<file path="config.mk">
export PLATFORM = sky130hd
export DESIGN_NAME = fb_scanout_base_mapper
export DESIGN_NICKNAME = d
export VERILOG_FILES = /design/src/rtl/fb_scanout_pkg.sv /design/src/rtl/fb_ar_skid.sv /design/src/rtl/fb_scanout_base_mapper.sv
export SDC_FILE = /design/constraint.sdc
export NUM_CORES = 1
export LEC_CHECK = 0
export CORE_ASPECT_RATIO = 1.75
export CORE_UTILIZATION = 50
export CTS_CLUSTER_DIAMETER = 60
export DETAILED_ROUTE_END_ITERATION = 10
export HOLD_SLACK_MARGIN = 0.05
export PLACE_DENSITY = 0.77
export SLEW_MARGIN = 20
export SYNTH_ARGS = -nofsm -noshare
export SYNTH_HDL_FRONTEND = slang
export SYNTH_HIERARCHICAL = 1
export SYNTH_SLANG_ARGS = --single-unit
</file>
<file path="constraint.sdc">
create_clock -name aclk -period 7.7 [get_ports aclk]
set_clock_uncertainty 0.05 [all_clocks]
set_input_delay 2.31 -clock aclk [delete_from_list [all_inputs] [get_ports aclk]]
set_output_delay 2.31 -clock aclk [all_outputs]
set_load 0.01 [all_outputs]
</file>
<file path="src/rtl/fb_scanout_pkg.sv">
// Shared types and constants for the scanout base mapper: swap FSM states,
// reset base address and the AR payload layout carried through the slice.
package fb_scanout_pkg;

   typedef enum logic [1:0] {
      IDLE    = 2'd0,
      PENDING = 2'd1,
      DONE    = 2'd2
   } swap_state_e;

   localparam logic [31:0] FB_ADDR_DEFAULT_C = 32'h01E0_0000;

   localparam int AR_ADDR_W_C  = 32;
   localparam int AR_ID_W_C    = 4;
   localparam int AR_LEN_W_C   = 8;
   localparam int AR_BURST_W_C = 2;

   // Field order matches the packing used on the slice payload (addr in the MSBs).
   typedef struct packed {
      logic [AR_ADDR_W_C-1:0]  addr;
      logic [AR_ID_W_C-1:0]    id;
      logic [AR_LEN_W_C-1:0]   len;
      logic [AR_BURST_W_C-1:0] burst;
   } ar_payload_t;

   function automatic int ar_payload_width(input int addr_w, input int id_w);
      return addr_w + id_w + AR_LEN_W_C + AR_BURST_W_C;
   endfunction

endpackage

</file>
<file path="src/rtl/fb_ar_skid.sv">
// Two-entry AR register slice: an output register plus one skid entry, giving
// full throughput with a registered upstream ready.
module fb_ar_skid #(
   parameter int WIDTH = 46
) (
   input  logic             clk,
   input  logic             rst_n,
   input  logic             in_valid,
   output logic             in_ready,
   input  logic [WIDTH-1:0] in_data,
   output logic             out_valid,
   input  logic             out_ready,
   output logic [WIDTH-1:0] out_data
);

   logic             out_valid_q, out_valid_d;
   logic [WIDTH-1:0] out_data_q, out_data_d;
   logic             skid_valid_q, skid_valid_d;
   logic [WIDTH-1:0] skid_data_q, skid_data_d;
   logic             in_fire;

   assign in_ready = ~skid_valid_q;
   assign in_fire  = in_valid & ~skid_valid_q;

   // The output register always refills from the skid first, so order is kept
   // and the skid can only hold a beat while the output is stalled.
   always_comb begin
      out_valid_d  = out_valid_q;
      out_data_d   = out_data_q;
      skid_valid_d = skid_valid_q;
      skid_data_d  = skid_data_q;
      if (!out_valid_q || out_ready) begin
         if (skid_valid_q) begin
            out_valid_d  = 1'b1;
            out_data_d   = skid_data_q;
            skid_valid_d = 1'b0;
         end else if (in_fire) begin
            out_valid_d = 1'b1;
            out_data_d  = in_data;
         end else begin
            out_valid_d = 1'b0;
         end
      end else if (in_fire) begin
         skid_valid_d = 1'b1;
         skid_data_d  = in_data;
      end
   end

   always_ff @(posedge clk or negedge rst_n) begin
      if (!rst_n) begin
         out_valid_q  <= 1'b0;
         out_data_q   <= '0;
         skid_valid_q <= 1'b0;
         skid_data_q  <= '0;
      end else begin
         out_valid_q  <= out_valid_d;
         out_data_q   <= out_data_d;
         skid_valid_q <= skid_valid_d;
         skid_data_q  <= skid_data_d;
      end
   end

   assign out_valid = out_valid_q;
   assign out_data  = out_data_q;

endmodule

</file>
<file path="src/rtl/fb_scanout_base_mapper.sv">
// Scanout AR front end: relocates relative read addresses by the active
// framebuffer base and runs the renderer swap handshake that selects that base.
module fb_scanout_base_mapper
   import fb_scanout_pkg::*;
#(
   parameter int          ADDR_WIDTH      = 32,
   parameter int          ID_WIDTH        = 4,
   parameter logic [31:0] FB_ADDR_DEFAULT = FB_ADDR_DEFAULT_C
) (
   input  logic                  aclk,
   input  logic                  resetn,
   input  logic                  swap,
   input  logic                  enable_vsync,
   input  logic [ADDR_WIDTH-1:0] fbAddr,
   output logic                  swapped,
   input  logic                  frame_start,
   output logic [ADDR_WIDTH-1:0] active_base,
   output logic                  swap_pending,
   output logic [15:0]           frame_count,
   input  logic                  s_arvalid,
   output logic                  s_arready,
   input  logic [ADDR_WIDTH-1:0] s_araddr,
   input  logic [ID_WIDTH-1:0]   s_arid,
   input  logic [7:0]            s_arlen,
   input  logic [1:0]            s_arburst,
   output logic                  m_mem_axi_arvalid,
   input  logic                  m_mem_axi_arready,
   output logic [ADDR_WIDTH-1:0] m_mem_axi_araddr,
   output logic [ID_WIDTH-1:0]   m_mem_axi_arid,
   output logic [7:0]            m_mem_axi_arlen,
   output logic [1:0]            m_mem_axi_arburst
);

   localparam int PW = ar_payload_width(ADDR_WIDTH, ID_WIDTH);
   localparam logic [ADDR_WIDTH-1:0] BASE_RESET_C = ADDR_WIDTH'(FB_ADDR_DEFAULT);

   swap_state_e           state_q, state_d;
   logic [ADDR_WIDTH-1:0] active_base_q, active_base_d;
   logic [ADDR_WIDTH-1:0] pending_base_q, pending_base_d;
   logic [15:0]           frame_count_q, frame_count_d;

   logic [PW-1:0]         in_payload;
   logic [PW-1:0]         out_payload;

   always_ff @(posedge aclk or negedge resetn) begin
      if (!resetn) begin
         state_q <= IDLE;
      end else begin
         state_q <= state_d;
      end
   end

   // A vsync swap also commits once enable_vsync is seen low while pending.
   always_comb begin
      state_d = state_q;
      case (state_q)
         IDLE:    if (swap) state_d = enable_vsync ? PENDING : DONE;
         PENDING: if (frame_start || !enable_vsync) state_d = DONE;
         DONE:    if (!swap) state_d = IDLE;
         default: state_d = IDLE;
      endcase
   end

   always_comb begin
      swapped      = (state_q == IDLE);
      swap_pending = (state_q == PENDING);
   end

   // Immediate swaps commit fbAddr directly because pending_base is only
   // being written on that same edge.
   always_comb begin
      active_base_d  = active_base_q;
      pending_base_d = pending_base_q;
      frame_count_d  = frame_count_q;
      if (state_q == IDLE && swap) begin
         pending_base_d = fbAddr;
         if (!enable_vsync) begin
            active_base_d = fbAddr;
            frame_count_d = frame_count_q + 16'd1;
         end
      end else if (state_q == PENDING && (frame_start || !enable_vsync)) begin
         active_base_d = pending_base_q;
         frame_count_d = frame_count_q + 16'd1;
      end
   end

   always_ff @(posedge aclk or negedge resetn) begin
      if (!resetn) begin
         active_base_q  <= BASE_RESET_C;
         pending_base_q <= BASE_RESET_C;
         frame_count_q  <= 16'd0;
      end else begin
         active_base_q  <= active_base_d;
         pending_base_q <= pending_base_d;
         frame_count_q  <= frame_count_d;
      end
   end

   assign active_base = active_base_q;
   assign frame_count = frame_count_q;

   assign in_payload = {s_araddr + active_base_q, s_arid, s_arlen, s_arburst};

   fb_ar_skid #(
      .WIDTH(PW)
   ) u_ar_skid (
      .clk       (aclk),
      .rst_n     (resetn),
      .in_valid  (s_arvalid),
      .in_ready  (s_arready),
      .in_data   (in_payload),
      .out_valid (m_mem_axi_arvalid),
      .out_ready (m_mem_axi_arready),
      .out_data  (out_payload)
   );

   assign m_mem_axi_araddr  = out_payload[PW-1 -: ADDR_WIDTH];
   assign m_mem_axi_arid    = out_payload[AR_LEN_W_C+AR_BURST_W_C +: ID_WIDTH];
   assign m_mem_axi_arlen   = out_payload[AR_BURST_W_C +: AR_LEN_W_C];
   assign m_mem_axi_arburst = out_payload[AR_BURST_W_C-1:0];

endmodule

</file>
==> results.md, run 1 <==
- Die area: 19,400 um2
- Setup TNS: 0 ps
- FILL cells: 1,463
- Critical path data required time: 7970 ps
- Mapped Cells: 727
- Clock network fraction of total power: 18.3%
- CTS tree: yes
- Die X: 106 um
- Vias in the first global route: 6,583
- Critical path's top delay family: compound AO/OA/AOI/OAI gates
- Endpoints failing hold: 0
- Reg clk slew, reported paths: 70 ps
- Synthesis-to-layout area growth: 27.4%
- Seq cells post-synth: 176
- Synthesized cell area: 9410 um2
- GRT Resource Usage Total: 23.0%
- Worst VDD drop: 0.000302 V
- Pwr per Cell Area: 412 nW/um2
- Post-Place Cell Area: 11,300 um2
- GRT overflow: 0
- CP max FO: 4
- IO Pins: 183
- Clk_lat worst skew: 430 ps
- Internal power: 0.00321 W
- Leak: 5.04 nW
- Ys async rst share: 100%
- Max Clk Rate: 0.204 GHz
- Global-route wire length before repair: 34.0 mm
- Measured slew at the worst slew-check pin: 854 ps
- Final wirelength: 21.3 mm
- Psw: 0.00173 W
- Post-CTS resize count: 0
- Slew Limit Fails: 0
- Die outline height: 183 um
- Depth of the most critical reg-to-reg path: 11
- Flop pwr share: 31.5%
- Final setup viols: 0
- DRT iter0 DRCs: 221
- Row cnt: 66
- Yosys top cell area share: 44.7%
- Final instance area: 12,000 um2
- Warnings, synthesis: 6
- Post-synthesis cell type count: 65
- WS Path Type: primary input to flop
- Commonest cells post-synth: dfrtp_1, mux2_2, mux2_4
- Setup crit end kind: flop
- Slowest cell delay on critical path: 400 ps
- Synthesized area per cell: 12.9 um2
- Critical path arrival: 5180 ps
- Routed len/inst: 18.4 um
- RSZ-0062 raised after global routing: false
- Buffers & Inverters on Critical Path: 1
- Router iterations before antenna repair: 4
- Max-Cap Viols: 0
- Post-synth EDFFs: 0
- HPWL Detailed: 15.7 mm
- Slowest cell on crit path: clkdlybuf4s50_1
- Initial core utilization: 50.8%
- Worst path cell trace: clkdlybuf4s50_1, ha_1, fa_1, a21oi_1, o21ai_2, a31oi_4, o21ai_1, or2_1, a31oi_1, xnor2_1, mux2_4, mux2_4
- WHS Path Cells: 1
- Post-synthesis sequential area ratio: 46.9%
- Syn Nets: 845
- Pin count of the biggest net entering global routing: 66
- DRC violations left: 0
- Root buffer cell: clkbuf_16
- Layout cell share with drive strength beyond 1: 26.0%
- Post-CTS Setup Repair Bufs: 0
- Port bufs: 182
- Most frequent CP cell: mux2_4
- Crit start category: primary input
- Cts hold-fix bufs: 0
- WP depth: 12
- Outcome: finished, final reports clean
- Min Tclk post-route: 4910 ps
- Hold Path Class: flop to flop
- Routed Antenna Nets: 0
- Core area: 18,500 um2
- Number of buffers created by CTS: 17
- Max clock buf depth: 2
- Register area: 4420 um2
- Switching Share: 35.0%
- Most common cell in the netlist: dfrtp_1
- Combinational Power Share: 50.3%
- Final Cycle Share: 63.8%
- Main synth FF type: dfrtp_1
- Final net count: 1,019
- Area leader, netlist: dfrtp_1
- Antenna violations before repair: 3
- CTS HTree Levels: 4
- Slew margin rel.: 43.1%
- Detailed-route via count: 6,324
- Multi-input logic area: 4720 um2
- Vias per cell: 5.48
- Ranking of synthesized cells by area: dfrtp_1, mux2_2, mux2_4
- GP Congestion: 0.904
- TritonCTS Sinks: 176
[logic make-up after synthesis]
logic type	count (synthesis)	share of synthesized area, %
DFF	176	46.9
AOI/OAI and AO/OA	98	7.60
and+or+nand+nor	131	7.26
buffers and inverters	43	3.11
muxes	203	26.6
xor gates and xnor gates	43	4.00
adders and majority gates	33	4.47
[worst paths after layout]
path                       slack [ps]                        start                                 end
hold / removal                    420  frame_count[15]$_DFFE_PN0P_         frame_count[15]$_DFFE_PN0P_
min in group asynchronous        1810                       resetn  u_ar_skid/out_data[11]$_DFFE_PN0P_
setup reg to reg                 4600   active_base[0]$_DFFE_PN0P_  u_ar_skid/out_data[32]$_DFFE_PN0P_
max in group asynchronous        4500                       resetn         active_base[11]$_DFFE_PN0P_
hold reg to reg                   420  frame_count[15]$_DFFE_PN0P_         frame_count[15]$_DFFE_PN0P_
setup / recovery                 2790                  s_araddr[0]  u_ar_skid/out_data[32]$_DFFE_PN0P_
[cell usage in the layout (no fill, tap or decap), types with 14 or more instances in the layout]
cell type        instances
dfrtp_1                167
nor2_1                  39
o21ai_0                 14
clkdlybuf4s50_1        181
xnor2_1                 27
clkbuf_16               17
xor2_1                  16
mux2_2                 103
ha_1                    32
mux2_1                  42
mux2_4                  58
a21oi_1                 33
nand4_1                 20
nand2_1                 32
[final cells by class]
| cell class | count | area share, % |
|---|---|---|
| clock inverters | 11 | 1.28 |
| inverters | 8 | 0.251 |
| flip-flops and latches | 176 | 36.9 |
| multi-input cells | 508 | 39.4 |
| repair buffers | 190 | 15.7 |
| well taps | 238 | 2.49 |
| clock buffers | 21 | 3.93 |
| diodes | 3 | 0.0627 |
[layer usage]
metal	up-vias	wire [um]	track usage [%]	part of all wire, %
li1	2977	-	-	-
met1	3139	8080	24.8	38
met2	167	11700	42.4	55
met3	41	706	3.93	3.3
met4	0	781	11.9	3.7
met5	-	0	0	0
[power by group through the flow]
stage	combinational (W)	clock (W)	sequential, W
after CTS	0.00251	0.000921	0.00156
after floorplan	0.00156	0	0.00160
after detailed placement	0.00249	0	0.00157
final	0.00248	0.000901	0.00155
after global routing	0.00269	0.000957	0.00160
after global placement	0.00244	0	0.00156
[flip-flops by register name, indices dropped and copies added, names as in the netlist]
register                count
active_base                32
u_ar_skid/out_valid         1
pending_base_q             32
u_ar_skid/skid_data_q      46
state_q                     2
u_ar_skid/out_data         46
frame_count                16
u_ar_skid/skid_valid_q      1
[stage by stage]
stage | util (%) | std cells | total power, W | setup WS (ps) | hold slack, ps
after floorplan | - | 727 | 0.00316 | 2960 | 402
after global placement | 61.3 | 1120 | 0.00400 | 2410 | 410
after detailed placement | 61.3 | 1120 | 0.00407 | 2360 | 409
after CTS | 64.7 | 1152 | 0.00499 | 2800 | 421
after global routing | 64.8 | 1155 | 0.00524 | 2600 | 457
final | 64.8 | 1155 | 0.00493 | 2790 | 418
Note: power is estimated with default switching activity, not from simulation.
==> run 2: changes to the inputs <==
- clock period: 7.7 -> 4.95 ns (I/O delays scaled with it)
==> run 2 against run 1 <==
Via count is 0.54% lower. Clock power is 64% higher. Die area unchanged. Critical path type unchanged. Largest cell class unchanged.
==> results.md, run 2 (synthesis gave the netlist of run 1 again) <==
- Setup TNS: 0 ps (unchanged)
- Final wirelength: 20.9 mm (-1.6%)
- Crit start category: primary input
- Max Clk Rate: 0.245 GHz
- Slew margin rel.: 48.4% (+5.4 points)
- Router iterations before antenna repair: 4 (unchanged)
- DRC violations left: 0 (unchanged)
- IO Pins: 183 (unchanged)
- Root buffer cell: clkbuf_16
- Final net count: 1,021 (+0.20%)
- Number of buffers created by CTS: 17 (unchanged)
- Row cnt: 66 (unchanged)
- Leak: 5.06 nW (+0.46%)
- Internal power: 0.00506 W (+58%)
- Combinational Power Share: 49.7% (-0.6 points)
- Critical path data required time: 5210 ps (-2760 ps)
- Measured slew at the worst slew-check pin: 773 ps (-80.7 ps)
- Critical path arrival: 4340 ps (-840 ps)
- CP max FO: 4 (unchanged)
- Flop pwr share: 31.1% (-0.4 points)
- Most frequent cells in the layout: clkdlybuf4s50_1, dfrtp_1, mux2_2
- Slew Limit Fails: 0 (unchanged)
- Final setup viols: 0 (unchanged)
- WHS Path Cells: 1 (unchanged)
- GP Congestion: 0.940 (+3.9%)
- Endpoints failing hold: 0 (unchanged)
- Vias in the first global route: 6,428 (-2.4%)
- Die outline height: 183 um (unchanged)
- Vias per cell: 5.44 (-0.62%)
- DRT iter0 DRCs: 172 (-22%)
- Outcome: finished, final reports clean
- Inst Count DP: 1,122 (+0.18%)
- GRT overflow: 0 (unchanged)
- Routed len/inst: 18.1 um (-1.7%)
- Pin count of the biggest net entering global routing: 77 (+17%)
- Core area: 18,500 um2 (unchanged)
- Die area: 19,400 um2 (unchanged)
- Port bufs: 182 (unchanged)
- HPWL Detailed: 15.5 mm (-1.6%)
- Psw: 0.00268 W (+55%)
- Post-Place Cell Area: 11,400 um2 (+0.24%)
- Pwr per Cell Area: 644 nW/um2 (+56%)
- Synthesis-to-layout area growth: 27.9%
- Depth of the most critical reg-to-reg path: 11 (unchanged)
- Final instance area: 12,000 um2 (+0.42%)
- Die X: 106 um (unchanged)
- Initial core utilization: 50.8% (unchanged)
- Antenna violations before repair: 2 (-1)
- WS Path Type: primary input to flop
- Min Tclk post-route: 4070 ps
- Layout cell share with drive strength beyond 1: 26.2% (+0.16 points)
- Cts hold-fix bufs: 0 (unchanged)
- Switching Share: 34.6% (-0.40 points)
- Post-Layout Cell Count: 1,156 (+0.087%)
- Hold Path Class: flop to flop
- TritonCTS Sinks: 176 (unchanged)
- RSZ-0062 raised after global routing: false
- Max clock buf depth: 2 (unchanged)
- Commonest non-fill, non-tap cell in the layout: clkdlybuf4s50_1
- Setup crit end kind: flop
- Final Cycle Share: 82.3%
- CTS HTree Levels: 4 (unchanged)
- Detailed-route via count: 6,290 (-0.54%)
- Worst VDD drop: 0.000375 V (+24%)
- Routed Antenna Nets: 0 (unchanged)
- Post-CTS resize count: 0 (unchanged)
- GRT Resource Usage Total: 22.3% (-0.65 points)
- Clk_lat worst skew: 430 ps (about the same)
- Post-CTS Setup Repair Bufs: 0 (unchanged)
- Reg clk slew, reported paths: 70 ps (about the same)
- Clock network fraction of total power: 19.1% (+0.8 points)
- Global-route wire length before repair: 33.1 mm (-2.8%)
- Max-Cap Viols: 0 (unchanged)
- CTS tree: yes
-- run 2: path summary, 6_finish.rpt --
check | startpoint | to | slack [ps]
hold reg to reg | frame_count[15]$_DFFE_PN0P_ | frame_count[15]$_DFFE_PN0P_ | 420
setup reg to reg | active_base[0]$_DFFE_PN0P_ | u_ar_skid/out_data[32]$_DFFE_PN0P_ | 1870
max in group asynchronous | resetn | active_base[22]$_DFFE_PN1P_ | 2810
min in group asynchronous | resetn | u_ar_skid/skid_data_q[10]$_DFFE_PN0P_ | 1040
hold / removal | frame_count[15]$_DFFE_PN0P_ | frame_count[15]$_DFFE_PN0P_ | 420
setup / recovery | s_araddr[0] | u_ar_skid/out_data[32]$_DFFE_PN0P_ | 880
-- run 2: cell type report --
| cell class | instances | area, um2 |
|---|---|---|
| clock buffers | 19 | 443 |
| repair buffers | 192 | 1910 |
| flip-flops and latches | 176 | 4420 |
| diodes | 2 | 5.00 |
| multi-input cells | 508 | 4720 |
| fillers | 1445 | 6470 |
| inverters | 8 | 30.0 |
| well taps | 238 | 298 |
| clock inverters | 13 | 206 |
-- run 2: stage by stage --
| stage | util, % | worst slack (ps) | power, W | hold WS (ps) |
|---|---|---|---|---|
| 6_report | 65.0 | 876 | 0.00774 | 418 |
| 5_1_grt | 65.0 | 753 | 0.00822 | 444 |
| 4_1_cts | 65.0 | 899 | 0.00782 | 420 |
| 3_5_place_dp | 61.5 | 456 | 0.00631 | 409 |
| 3_3_place_gp | 61.5 | 480 | 0.00623 | 410 |
| 2_1_floorplan | - | 1030 | 0.00492 | 402 |
-- run 2: worst max-delay path, stage by stage --
cell	delay, ps
clkdlybuf4s50_1	400
ha_1	210
fa_1	400
a21oi_1	240
o21ai_2	110
a31oi_4	260
o21ai_1	140
or2_1	270
a31oi_1	190
xnor2_1	100
mux2_4	270
mux2_4	250
-- run 2: metal layers --
metal / vias up / part of all wire (%) / global-route usage [%]
li1: 2981 / - / -
met1: 3135 / 39 / 24.4
met2: 142 / 55 / 41.0
met3: 32 / 3.4 / 4.22
met4: 0 / 3.4 / 10.7
met5: - / 0 / 0
-- run 2: power groups by stage --
stage / Combinational (W) / Sequential, W / Clock [W]
floorplan: 0.00243 / 0.00249 / 0
global route: 0.00416 / 0.00249 / 0.00157
finish: 0.00385 / 0.00241 / 0.00148
detailed placement: 0.00387 / 0.00244 / 0
CTS: 0.00388 / 0.00242 / 0.00152
global placement: 0.00380 / 0.00242 / 0
